### src/rtl/steering_pkg.sv
// Shared constants, state type and helpers for the steering slew block.
// Pure definitions; no latency, no backpressure.
package steering_pkg;
   localparam int ANGLE_W = 10;

   localparam logic [2:0] ADDR_ID      = 3'd0;
   localparam logic [2:0] ADDR_TARGET  = 3'd1;
   localparam logic [2:0] ADDR_STEP    = 3'd2;
   localparam logic [2:0] ADDR_DIVIDER = 3'd3;
   localparam logic [2:0] ADDR_MIN     = 3'd4;
   localparam logic [2:0] ADDR_MAX     = 3'd5;
   localparam logic [2:0] ADDR_STATUS  = 3'd6;
   localparam logic [2:0] ADDR_CTRL    = 3'd7;

   localparam int CTRL_EN_BIT   = 0;
   localparam int CTRL_SNAP_BIT = 2;

   typedef enum logic [1:0] {DISABLED, IDLE, RAMP} steer_state_t;

   function automatic logic [31:0] be_merge(input logic [31:0] old_v,
                                            input logic [31:0] new_v,
                                            input logic [3:0]  be);
      logic [31:0] res;
      res = old_v;
      for (int i = 0; i < 4; i++)
         if (be[i]) res[8*i +: 8] = new_v[8*i +: 8];
      return res;
   endfunction

   // An inverted window (MIN > MAX) pins the result at MIN.
   function automatic logic [ANGLE_W-1:0] clamp_angle(input logic [ANGLE_W-1:0] tgt,
                                                      input logic [ANGLE_W-1:0] mn,
                                                      input logic [ANGLE_W-1:0] mx);
      if (mn > mx)       return mn;
      else if (tgt < mn) return mn;
      else if (tgt > mx) return mx;
      else               return tgt;
   endfunction
endpackage

### src/rtl/steer_tick_div.sv
// Prescaler: counts 0..i_div and pulses o_tick combinationally at i_div.
// Count held at 0 while disabled or cleared; no backpressure.
module steer_tick_div (
   input  logic        i_clk,
   input  logic        i_rst,
   input  logic        i_en,
   input  logic        i_clr,
   input  logic [15:0] i_div,
   output logic        o_tick
);
   logic [15:0] r_cnt;

   assign o_tick = i_en && (r_cnt >= i_div);

   always_ff @(posedge i_clk or posedge i_rst) begin
      if (i_rst)              r_cnt <= '0;
      else if (i_clr || !i_en) r_cnt <= '0;
      else if (o_tick)        r_cnt <= '0;
      else                    r_cnt <= r_cnt + 16'd1;
   end
endmodule

### src/rtl/steering_ramp.sv
// Avalon-MM slave slewing a 10-bit servo angle toward a clamped target at STEP per tick.
// Writes take effect on the write edge, reads return one clock later; waitrequest is never asserted.
module steering_ramp
   import steering_pkg::*;
#(
   parameter logic [ANGLE_W-1:0] ANGLE_RESET = 10'd512,
   parameter logic [31:0]        ID_WORD     = 32'hEA680013
) (
   input  logic               csi_MCLK_clk,
   input  logic               rsi_MRST_reset,
   input  logic [31:0]        avs_ctrl_writedata,
   output logic [31:0]        avs_ctrl_readdata,
   input  logic [3:0]         avs_ctrl_byteenable,
   input  logic [2:0]         avs_ctrl_address,
   input  logic               avs_ctrl_write,
   input  logic               avs_ctrl_read,
   output logic               avs_ctrl_waitrequest,
   output logic [ANGLE_W-1:0] angle_out,
   output logic               busy,
   output logic               at_target
);
   logic [ANGLE_W-1:0] r_target, r_min, r_max, r_angle;
   logic [7:0]         r_step;
   logic [15:0]        r_div;
   logic               r_enable, r_snap;
   logic [31:0]        r_rdata;
   steer_state_t       r_state;

   logic [ANGLE_W-1:0] w_eff, w_slew, w_angle_nxt;
   steer_state_t       w_state_nxt;
   logic [31:0]        w_reg_view, w_merge;
   logic               w_tick, w_up, w_unused;
   logic [10:0]        w_gap, w_mv, w_sum;

   assign w_eff     = clamp_angle(r_target, r_min, r_max);
   assign angle_out = r_angle;
   assign busy      = (r_state == RAMP);
   assign at_target = (r_angle == w_eff);
   assign avs_ctrl_readdata    = r_rdata;
   assign avs_ctrl_waitrequest = 1'b0;

   steer_tick_div u_div (
      .i_clk  (csi_MCLK_clk),
      .i_rst  (rsi_MRST_reset),
      .i_en   (r_state == RAMP),
      .i_clr  (avs_ctrl_write && (avs_ctrl_address == ADDR_DIVIDER)),
      .i_div  (r_div),
      .o_tick (w_tick)
   );

   always_comb begin
      w_reg_view = '0;
      case (avs_ctrl_address)
         ADDR_ID:      w_reg_view = ID_WORD;
         ADDR_TARGET:  w_reg_view = {22'd0, r_target};
         ADDR_STEP:    w_reg_view = {24'd0, r_step};
         ADDR_DIVIDER: w_reg_view = {16'd0, r_div};
         ADDR_MIN:     w_reg_view = {22'd0, r_min};
         ADDR_MAX:     w_reg_view = {22'd0, r_max};
         ADDR_STATUS:  w_reg_view = {6'd0, r_angle, 14'd0, at_target, busy};
         ADDR_CTRL:    w_reg_view = {31'd0, r_enable};
         default:      w_reg_view = '0;
      endcase
   end

   assign w_merge  = be_merge(w_reg_view, avs_ctrl_writedata, avs_ctrl_byteenable);
   assign w_unused = ^w_merge[31:16];

   // Slew arithmetic at 11 bits; the move is capped at the remaining gap so it cannot overshoot.
   assign w_up   = (w_eff > r_angle);
   assign w_gap  = w_up ? ({1'b0, w_eff} - {1'b0, r_angle}) : ({1'b0, r_angle} - {1'b0, w_eff});
   assign w_mv   = ({3'd0, r_step} >= w_gap) ? w_gap : {3'd0, r_step};
   assign w_sum  = w_up ? ({1'b0, r_angle} + w_mv) : ({1'b0, r_angle} - w_mv);
   assign w_slew = w_sum[10] ? (w_up ? 10'h3FF : 10'h000) : w_sum[9:0];

   always_comb begin
      w_state_nxt = r_state;
      w_angle_nxt = r_angle;
      if (r_snap) begin
         w_angle_nxt = w_eff;
         w_state_nxt = r_enable ? IDLE : DISABLED;
      end else if (!r_enable) begin
         w_state_nxt = DISABLED;
      end else begin
         case (r_state)
            DISABLED: w_state_nxt = IDLE;
            IDLE: begin
               if (r_step == '0)          w_angle_nxt = w_eff;
               else if (r_angle != w_eff) w_state_nxt = RAMP;
            end
            RAMP: begin
               if (r_step == '0) begin
                  w_angle_nxt = w_eff;
                  w_state_nxt = IDLE;
               end else begin
                  if (w_tick) w_angle_nxt = w_slew;
                  if (w_angle_nxt == w_eff) w_state_nxt = IDLE;
               end
            end
            default: w_state_nxt = IDLE;
         endcase
      end
   end

   always_ff @(posedge csi_MCLK_clk or posedge rsi_MRST_reset) begin
      if (rsi_MRST_reset) begin
         r_state <= IDLE;
         r_angle <= ANGLE_RESET;
      end else begin
         r_state <= w_state_nxt;
         r_angle <= w_angle_nxt;
      end
   end

   always_ff @(posedge csi_MCLK_clk or posedge rsi_MRST_reset) begin
      if (rsi_MRST_reset) begin
         r_target <= ANGLE_RESET;
         r_step   <= 8'd1;
         r_div    <= 16'd0;
         r_min    <= '0;
         r_max    <= 10'd1023;
         r_enable <= 1'b1;
         r_snap   <= 1'b0;
         r_rdata  <= '0;
      end else begin
         r_snap <= 1'b0;
         if (avs_ctrl_write) begin
            case (avs_ctrl_address)
               ADDR_TARGET:  r_target <= w_merge[ANGLE_W-1:0];
               ADDR_STEP:    r_step   <= w_merge[7:0];
               ADDR_DIVIDER: r_div    <= w_merge[15:0];
               ADDR_MIN:     r_min    <= w_merge[ANGLE_W-1:0];
               ADDR_MAX:     r_max    <= w_merge[ANGLE_W-1:0];
               ADDR_CTRL: begin
                  r_enable <= w_merge[CTRL_EN_BIT];
                  r_snap   <= avs_ctrl_byteenable[0] & avs_ctrl_writedata[CTRL_SNAP_BIT];
               end
               default: ;
            endcase
         end
         if (avs_ctrl_read && !avs_ctrl_write) r_rdata <= w_reg_view;
      end
   end
endmodule
### config.mk
export PLATFORM = sky130hd
export DESIGN_NAME = steering_ramp
export DESIGN_NICKNAME = d
export VERILOG_FILES = /design/src/rtl/steering_pkg.sv /design/src/rtl/steer_tick_div.sv /design/src/rtl/steering_ramp.sv
export SDC_FILE = /design/constraint.sdc
export NUM_CORES = 1
export LEC_CHECK = 0
export BUFFER_PORTS_ARGS = -buffer_cell sky130_fd_sc_hd__buf_2
export CAP_MARGIN = 20
export CORE_UTILIZATION = 46
export DETAILED_ROUTE_END_ITERATION = 6
export HOLD_SLACK_MARGIN = 0.1
export PLACE_DENSITY = 0.66
export SETUP_SLACK_MARGIN = 0.02
export SYNTH_ARGS = -nofsm -noshare
export SYNTH_HDL_FRONTEND = slang
export SYNTH_HIERARCHICAL = 1
export SYNTH_SLANG_ARGS = --single-unit
### constraint.sdc
create_clock -name csi_MCLK_clk -period 19.78 [get_ports csi_MCLK_clk]
set_input_delay 1.978 -clock csi_MCLK_clk [delete_from_list [all_inputs] [get_ports csi_MCLK_clk]]
set_output_delay 1.978 -clock csi_MCLK_clk [all_outputs]
set_load 0.05 [all_outputs]
Word level (Yosys, flattened, before mapping)
Index checks and enable logic that the tools add are counted.

Output and inout bits: 45. Logic and storage cells: 90. Flip-flop bits (word level): 116. Input bits: 43.

Reduce and logical (&&, ||, !) cells: 18. Equality and inequality tests: 16. Order comparisons: 6. Multiplexer cells: 33. Add/subtract/negate cells: 5. Bitwise gates (word level): 1.

Operators with widths (count): 32-bit case mux with 8 select lines (1); 10-bit two-way mux (14); 11-bit two-way mux (3); 16-bit two-way mux (2); 10-bit greater-than comparator (3); 10-bit by 10-bit subtractor with 11-bit output (2); 10-bit == test (2); 10-bit case mux with 2 select lines (1); 16-bit by 1-bit adder with 16-bit output (second input constant) (1); 16-bit greater-or-equal comparator (1); 8-bit two-way mux (2); 3-bit == test (second input constant) (4); 2-bit two-way mux (6); 2-bit AND reduction (6); 10-bit by 11-bit adder with 11-bit output (1); 8-bit by 11-bit greater-or-equal comparator with 1-bit output (1); 10-bit by 11-bit subtractor with 11-bit output (1); 10-bit less-than comparator (1); 10-bit != test (1); 8-bit zero test (1); 4-bit != test (second input constant) (2); 3-bit by 2-bit == test with 1-bit output (second input constant) (2); 3-bit AND reduction (2); 5-bit != test (second input constant) (1); other kinds (13) (18).

Logic depth before layout (Yosys ltp)
Word-level depth: 22. Mapped depth: 46. Mapped depth without buffers: 45.

By module
Netlist, hierarchy kept.

Modules (own cells, without submodules): steering_ramp (instances 1, area each 8114.0 um^2, sequential area each 2396.0 um^2, cells an instance 978); steer_tick_div (instances 1, area each 1201.2 um^2, sequential area each 400.4 um^2, cells an instance 127).

Least setup slack after synthesis
No wires, ideal clock.

Path kind: register to register. From: register r_max[7]. To: register r_state[0]. Data arrival time: 9.448 ns. Clock period less this slack: 9.509 ns. Slack: 10.271 ns. Library setup time: 0.062 ns. Cell stages (with the launch flop): 44. Buffers on the path: 2. Required time: 19.718 ns. Cell sequence: dfstp_2 > inv_1 > ha_1 > a211o_1 > a21oi_1 > a21oi_1 > buf_4 > a2111oi_0 > a21o_2 > inv_1 > ha_1 > buf_2 > nand3_1 > or3_4 > clkinv_2 > nor2_2 > o21ai_2 > nand2_2 > [8 not listed] > mux2i_1 > ha_1 > inv_1 > a2111oi_4 > a21oi_1 > a21oi_1 > xor2_1 > o21ai_0 > ha_1 > or3_1 > o31a_1 > a31oi_1 > nand2_1 > o21bai_1 > a2bb2oi_2 > and2_4 > o41ai_4 > a41o_1.

Word-level cells in the longest chain between the ends: 19. Elaborated cells between the ends (all ways): 26. Classes of those cells: add/sub: 4; order compare: 4; eq/ne: 4; mux: 13; reduce/logical: 1.

RTL lines: from (decl) (RTL line steering_ramp.sv:22) `logic [ANGLE_W-1:0] r_target, r_min, r_max, r_angle;`; from (signal assigned) (RTL line steering_ramp.sv:133) `ADDR_MAX: r_max <= w_merge[ANGLE_W-1:0];`; 10-bit greater-than comparator (RTL line steering_pkg.sv:36) `else if (tgt > mx) return mx;`; 10-bit two-way mux (RTL line steering_pkg.sv:36); 10-bit two-way mux (RTL line steering_pkg.sv:35) `else if (tgt < mn) return mn;`; 10-bit two-way mux * (RTL line steering_pkg.sv:34) `if (mn > mx) return mn;`; 10-bit by 10-bit subtractor with 11-bit output or 10-bit greater-than comparator (tied branches) (RTL line steering_ramp.sv:71, steering_ramp.sv:70); 11-bit two-way mux (RTL line steering_ramp.sv:71) `assign w_gap = w_up ? ({1'b0, w_eff} - {1'b0, r_angle}) : ({1'b0, r_angle} - {1'b0, w_eff});`; 8-bit by 11-bit greater-or-equal comparator with 1-bit output (RTL line steering_ramp.sv:72) `assign w_mv = ({3'd0, r_step} >= w_gap) ? w_gap : {3'd0, r_step};`; 11-bit two-way mux (RTL line steering_ramp.sv:72); [3 not listed]; 10-bit two-way mux (RTL line steering_ramp.sv:96) `if (w_tick) w_angle_nxt = w_slew;`; 10-bit two-way mux (RTL line steering_ramp.sv:92) `if (r_step == '0) begin`; 10-bit two-way mux (RTL line steering_ramp.sv:85) `case (r_state)`; 10-bit two-way mux (RTL line steering_ramp.sv:82) `end else if (!r_enable) begin`; 10-bit two-way mux (RTL line steering_ramp.sv:79) `if (r_snap) begin`; 10-bit == test (RTL line steering_ramp.sv:97) `if (w_angle_nxt == w_eff) w_state_nxt = IDLE;`; 5-bit != test (no source line); 3-bit AND reduction (no source line) *; to (signal assigned) (RTL line steering_ramp.sv:110) `r_state <= w_state_nxt;`; to (decl) (RTL line steering_ramp.sv:27) `steer_state_t r_state;`.

Mark *: on every way between the ends. The rest lies on a longest branch, timed or not. The select of a mux whose other input is x is not followed. A chain may end at the register's enable or synchronous reset.

Worst setup path in the final report
From: register r_max[3]. To: register r_state[1].

The elaborated chain is that of the path after synthesis.

==> out/metrics.cfg <==
[worst_setup_path]
crit_required_ns = 19.99
cp-startpoint = r_max[3]
reg2reg_slack_ns = 7.71
startpoint_type = register
end_kind = register
crit_slowest_cell = a22oi_2
max_stage_delay_ns = 0.66
critPathMaxFanout = 16
crit_type = reg2reg
crit_arrival_ns = 12.29
r2r_start = r_max[3]

[global_routing]
grt_pass1_wl_um = 45100
antenna_found_initial = 0
overflow = 0
grtUsageTotal_pct = 28.9
grt_pass1_vias = 8105
grt_max_degree = 54

[sta]
hold_viol_final = 0
fin_tns_setup_ns = 0
rsz0062_at_grt = false
setup_violations = 0
max_freq_mhz = 82.8
fin_crit_ns = 12.07
fin_crit_sh_pct = 61.0
slew_violations = 0
fin_worst_skew_ns = 0.0138
worst_slew_pin_slew_ns = 1.00
slew_headroom_pct = 33.3

[floorplan]
ios = 88
die_x_um = 144
die_area_um2 = 20800
coreArea_um2 = 19700
rows = 51
die_h_um = 144
start_util_pct = 47.4

[place]
dp_hpwl_um = 22800
portBuffers = 66
gp_congestion = 0.957

[routing]
via_per_inst = 6.03
antenna_left = 0
vias = 8533
drt_pass1_iterations = 5
first_iter_violations = 663
drt-total-wl_um = 29300
drc_errors = 0
wire_per_inst_um = 20.7

[worst_hold_path]
hold_path_class = reg2reg
worstHoldStart = avs_ctrl_readdata[7]

[synth]
synth_fa_ha_area_share_pct = 12.1
synth_common_cells = nand2_1 (160), o21ai_0 (110), dfrtp_1 (96), ha_1 (85), inv_1 (79)
synth_seq_area_share_pct = 30.0
synth_seq_cells = 111
ys_warn_count = 6
synth_top_family_by_area = compound AO/OA/AOI/OAI gates
synth_top_cell_area_share_pct = 25.8
netlist_top_cells_area = dfrtp_1 (26%), ha_1 (11%), nand2_1 (6.4%)
synth.distinct_cells = 107
syn_area_um2 = 9320
synth_xor_area_share_pct = 3.09
synth_flop_cell = dfrtp_1
synth.most_common_cell = nand2_1
postSynthAreaPerCell_um2 = 8.43
muxShareOfSynthArea_pct = 5.33
synth-simple-area-share_pct = 17.3
synthCells = 1105
ys_async_sr_fraction_pct = 100
synth_compound_area_share_pct = 26.4
synth-edff-count = 0
synth_area_leader_cell = dfrtp_1

[final_layout]
drive_gt1_share_pct = 15.3
regArea_um2 = 2800
multiInputGateArea_um2 = 6000
nets = 1275
fill_cells = 1944
syn2layout_area_growth_pct = 8.62
antenna_cells = 0

[clock_network]
path_clk_slew_ns = 0.08
post_cts_resized = 0
cts_hold_buf = 0
cts_buffers = 9
cts_root_buf = clkbuf_16
tritoncts = done
clock_path_buffers = 2
cts_num_sinks = 111
clk-insertion-delay-late_ns = 0.37
h-tree-depth = 3
cts_setup_buffers = 0

[run_status]
outcome = completed

[run]
maxCapViolations = 0

-- kinds of logic after synthesis --
kind of cell | after synthesis
other | 1
AO/OA/AOI/OAI | 357
adder cells (fa/ha/maj) | 88
XOR/XNOR | 32
AND/OR/NAND/NOR | 341
buffers and inverters | 128
flip-flops | 111
multiplexers | 47
-- worst paths after layout --
kind,end,cells past startpoint
worst max-delay path,r_state[1],42
worst min register to register,avs_ctrl_readdata[7],2
max in group asynchronous,angle_out[2],3
worst max register to register,r_state[1],42
worst min-delay path,avs_ctrl_readdata[7],2
min in group asynchronous,avs_ctrl_readdata[3],2
-- worst max-delay path: cells and delay by family, from the launching register on --
kind | cells | cell delay (ns)
compound gates | 22 | 6.31
buf+inv | 4 | 0.58
flops | 1 | 0.58
fa+ha+maj | 5 | 1.69
mux | 4 | 1.42
xor+xnor | 2 | 0.35
simple gates | 5 | 0.96
-- registers in the layout (all words and copies together), names as in the netlist --
name	cells
u_div/r_cnt	16
angle_out	10
avs_ctrl_readdata	27
r_step	8
r_div	16
r_enable	1
r_target	10
r_snap	1
r_min	10
r_max	10
r_state	2
-- layout make-up --
class	count	share of cell area, %
Timing Repair Buffer	72	3.76
Multi-Input combinational cell	868	59.3
Tap cell	265	3.28
Inverter	82	3.08
Clock inverter	7	0.767
Clock buffer	9	2.23
Sequential cell	111	27.6
-- per-stage QoR --
| stage | cells | setup WS (ns) | instance area (um^2) | hold WS [ns] | utilization (%) |
|---|---|---|---|---|---|
| 2_1_floorplan | 1107 | 10.27 | 9320 | 0.452 | - |
| 6_report | 1414 | 7.71 | 10100 | 0.478 | 51.5 |
| 3_5_place_dp | 1397 | 7.97 | 9800 | 0.458 | 49.9 |
| 5_1_grt | 1414 | 7.03 | 10100 | 0.504 | 51.5 |
| 4_1_cts | 1413 | 7.91 | 10100 | 0.478 | 51.4 |
| 3_3_place_gp | 1397 | 8.03 | 9800 | 0.456 | 49.9 |
-- cell usage in the layout, fill, tap and decap left out, types with 21 or more instances in the layout --
cell and instances:
nand2_1 160, o21ai_0 110, dfrtp_1 96, ha_1 85
inv_1 78, buf_2 66, nor2_1 56, a21oi_1 55
mux2i_1 26, nand3_1 24, mux2_2 21
-- layer usage --
metal  up-vias  wire (um)  track usage (%)
met5         -          0                0
met4         0       1180             13.0
met3        56       1290             3.64
met2       282      13600             46.1
met1      4120      13300             38.9
li1       4075          -                -
Power is not shown: default switching activity piles up to over one toggle a cycle in this logic, so the estimate is an artifact.
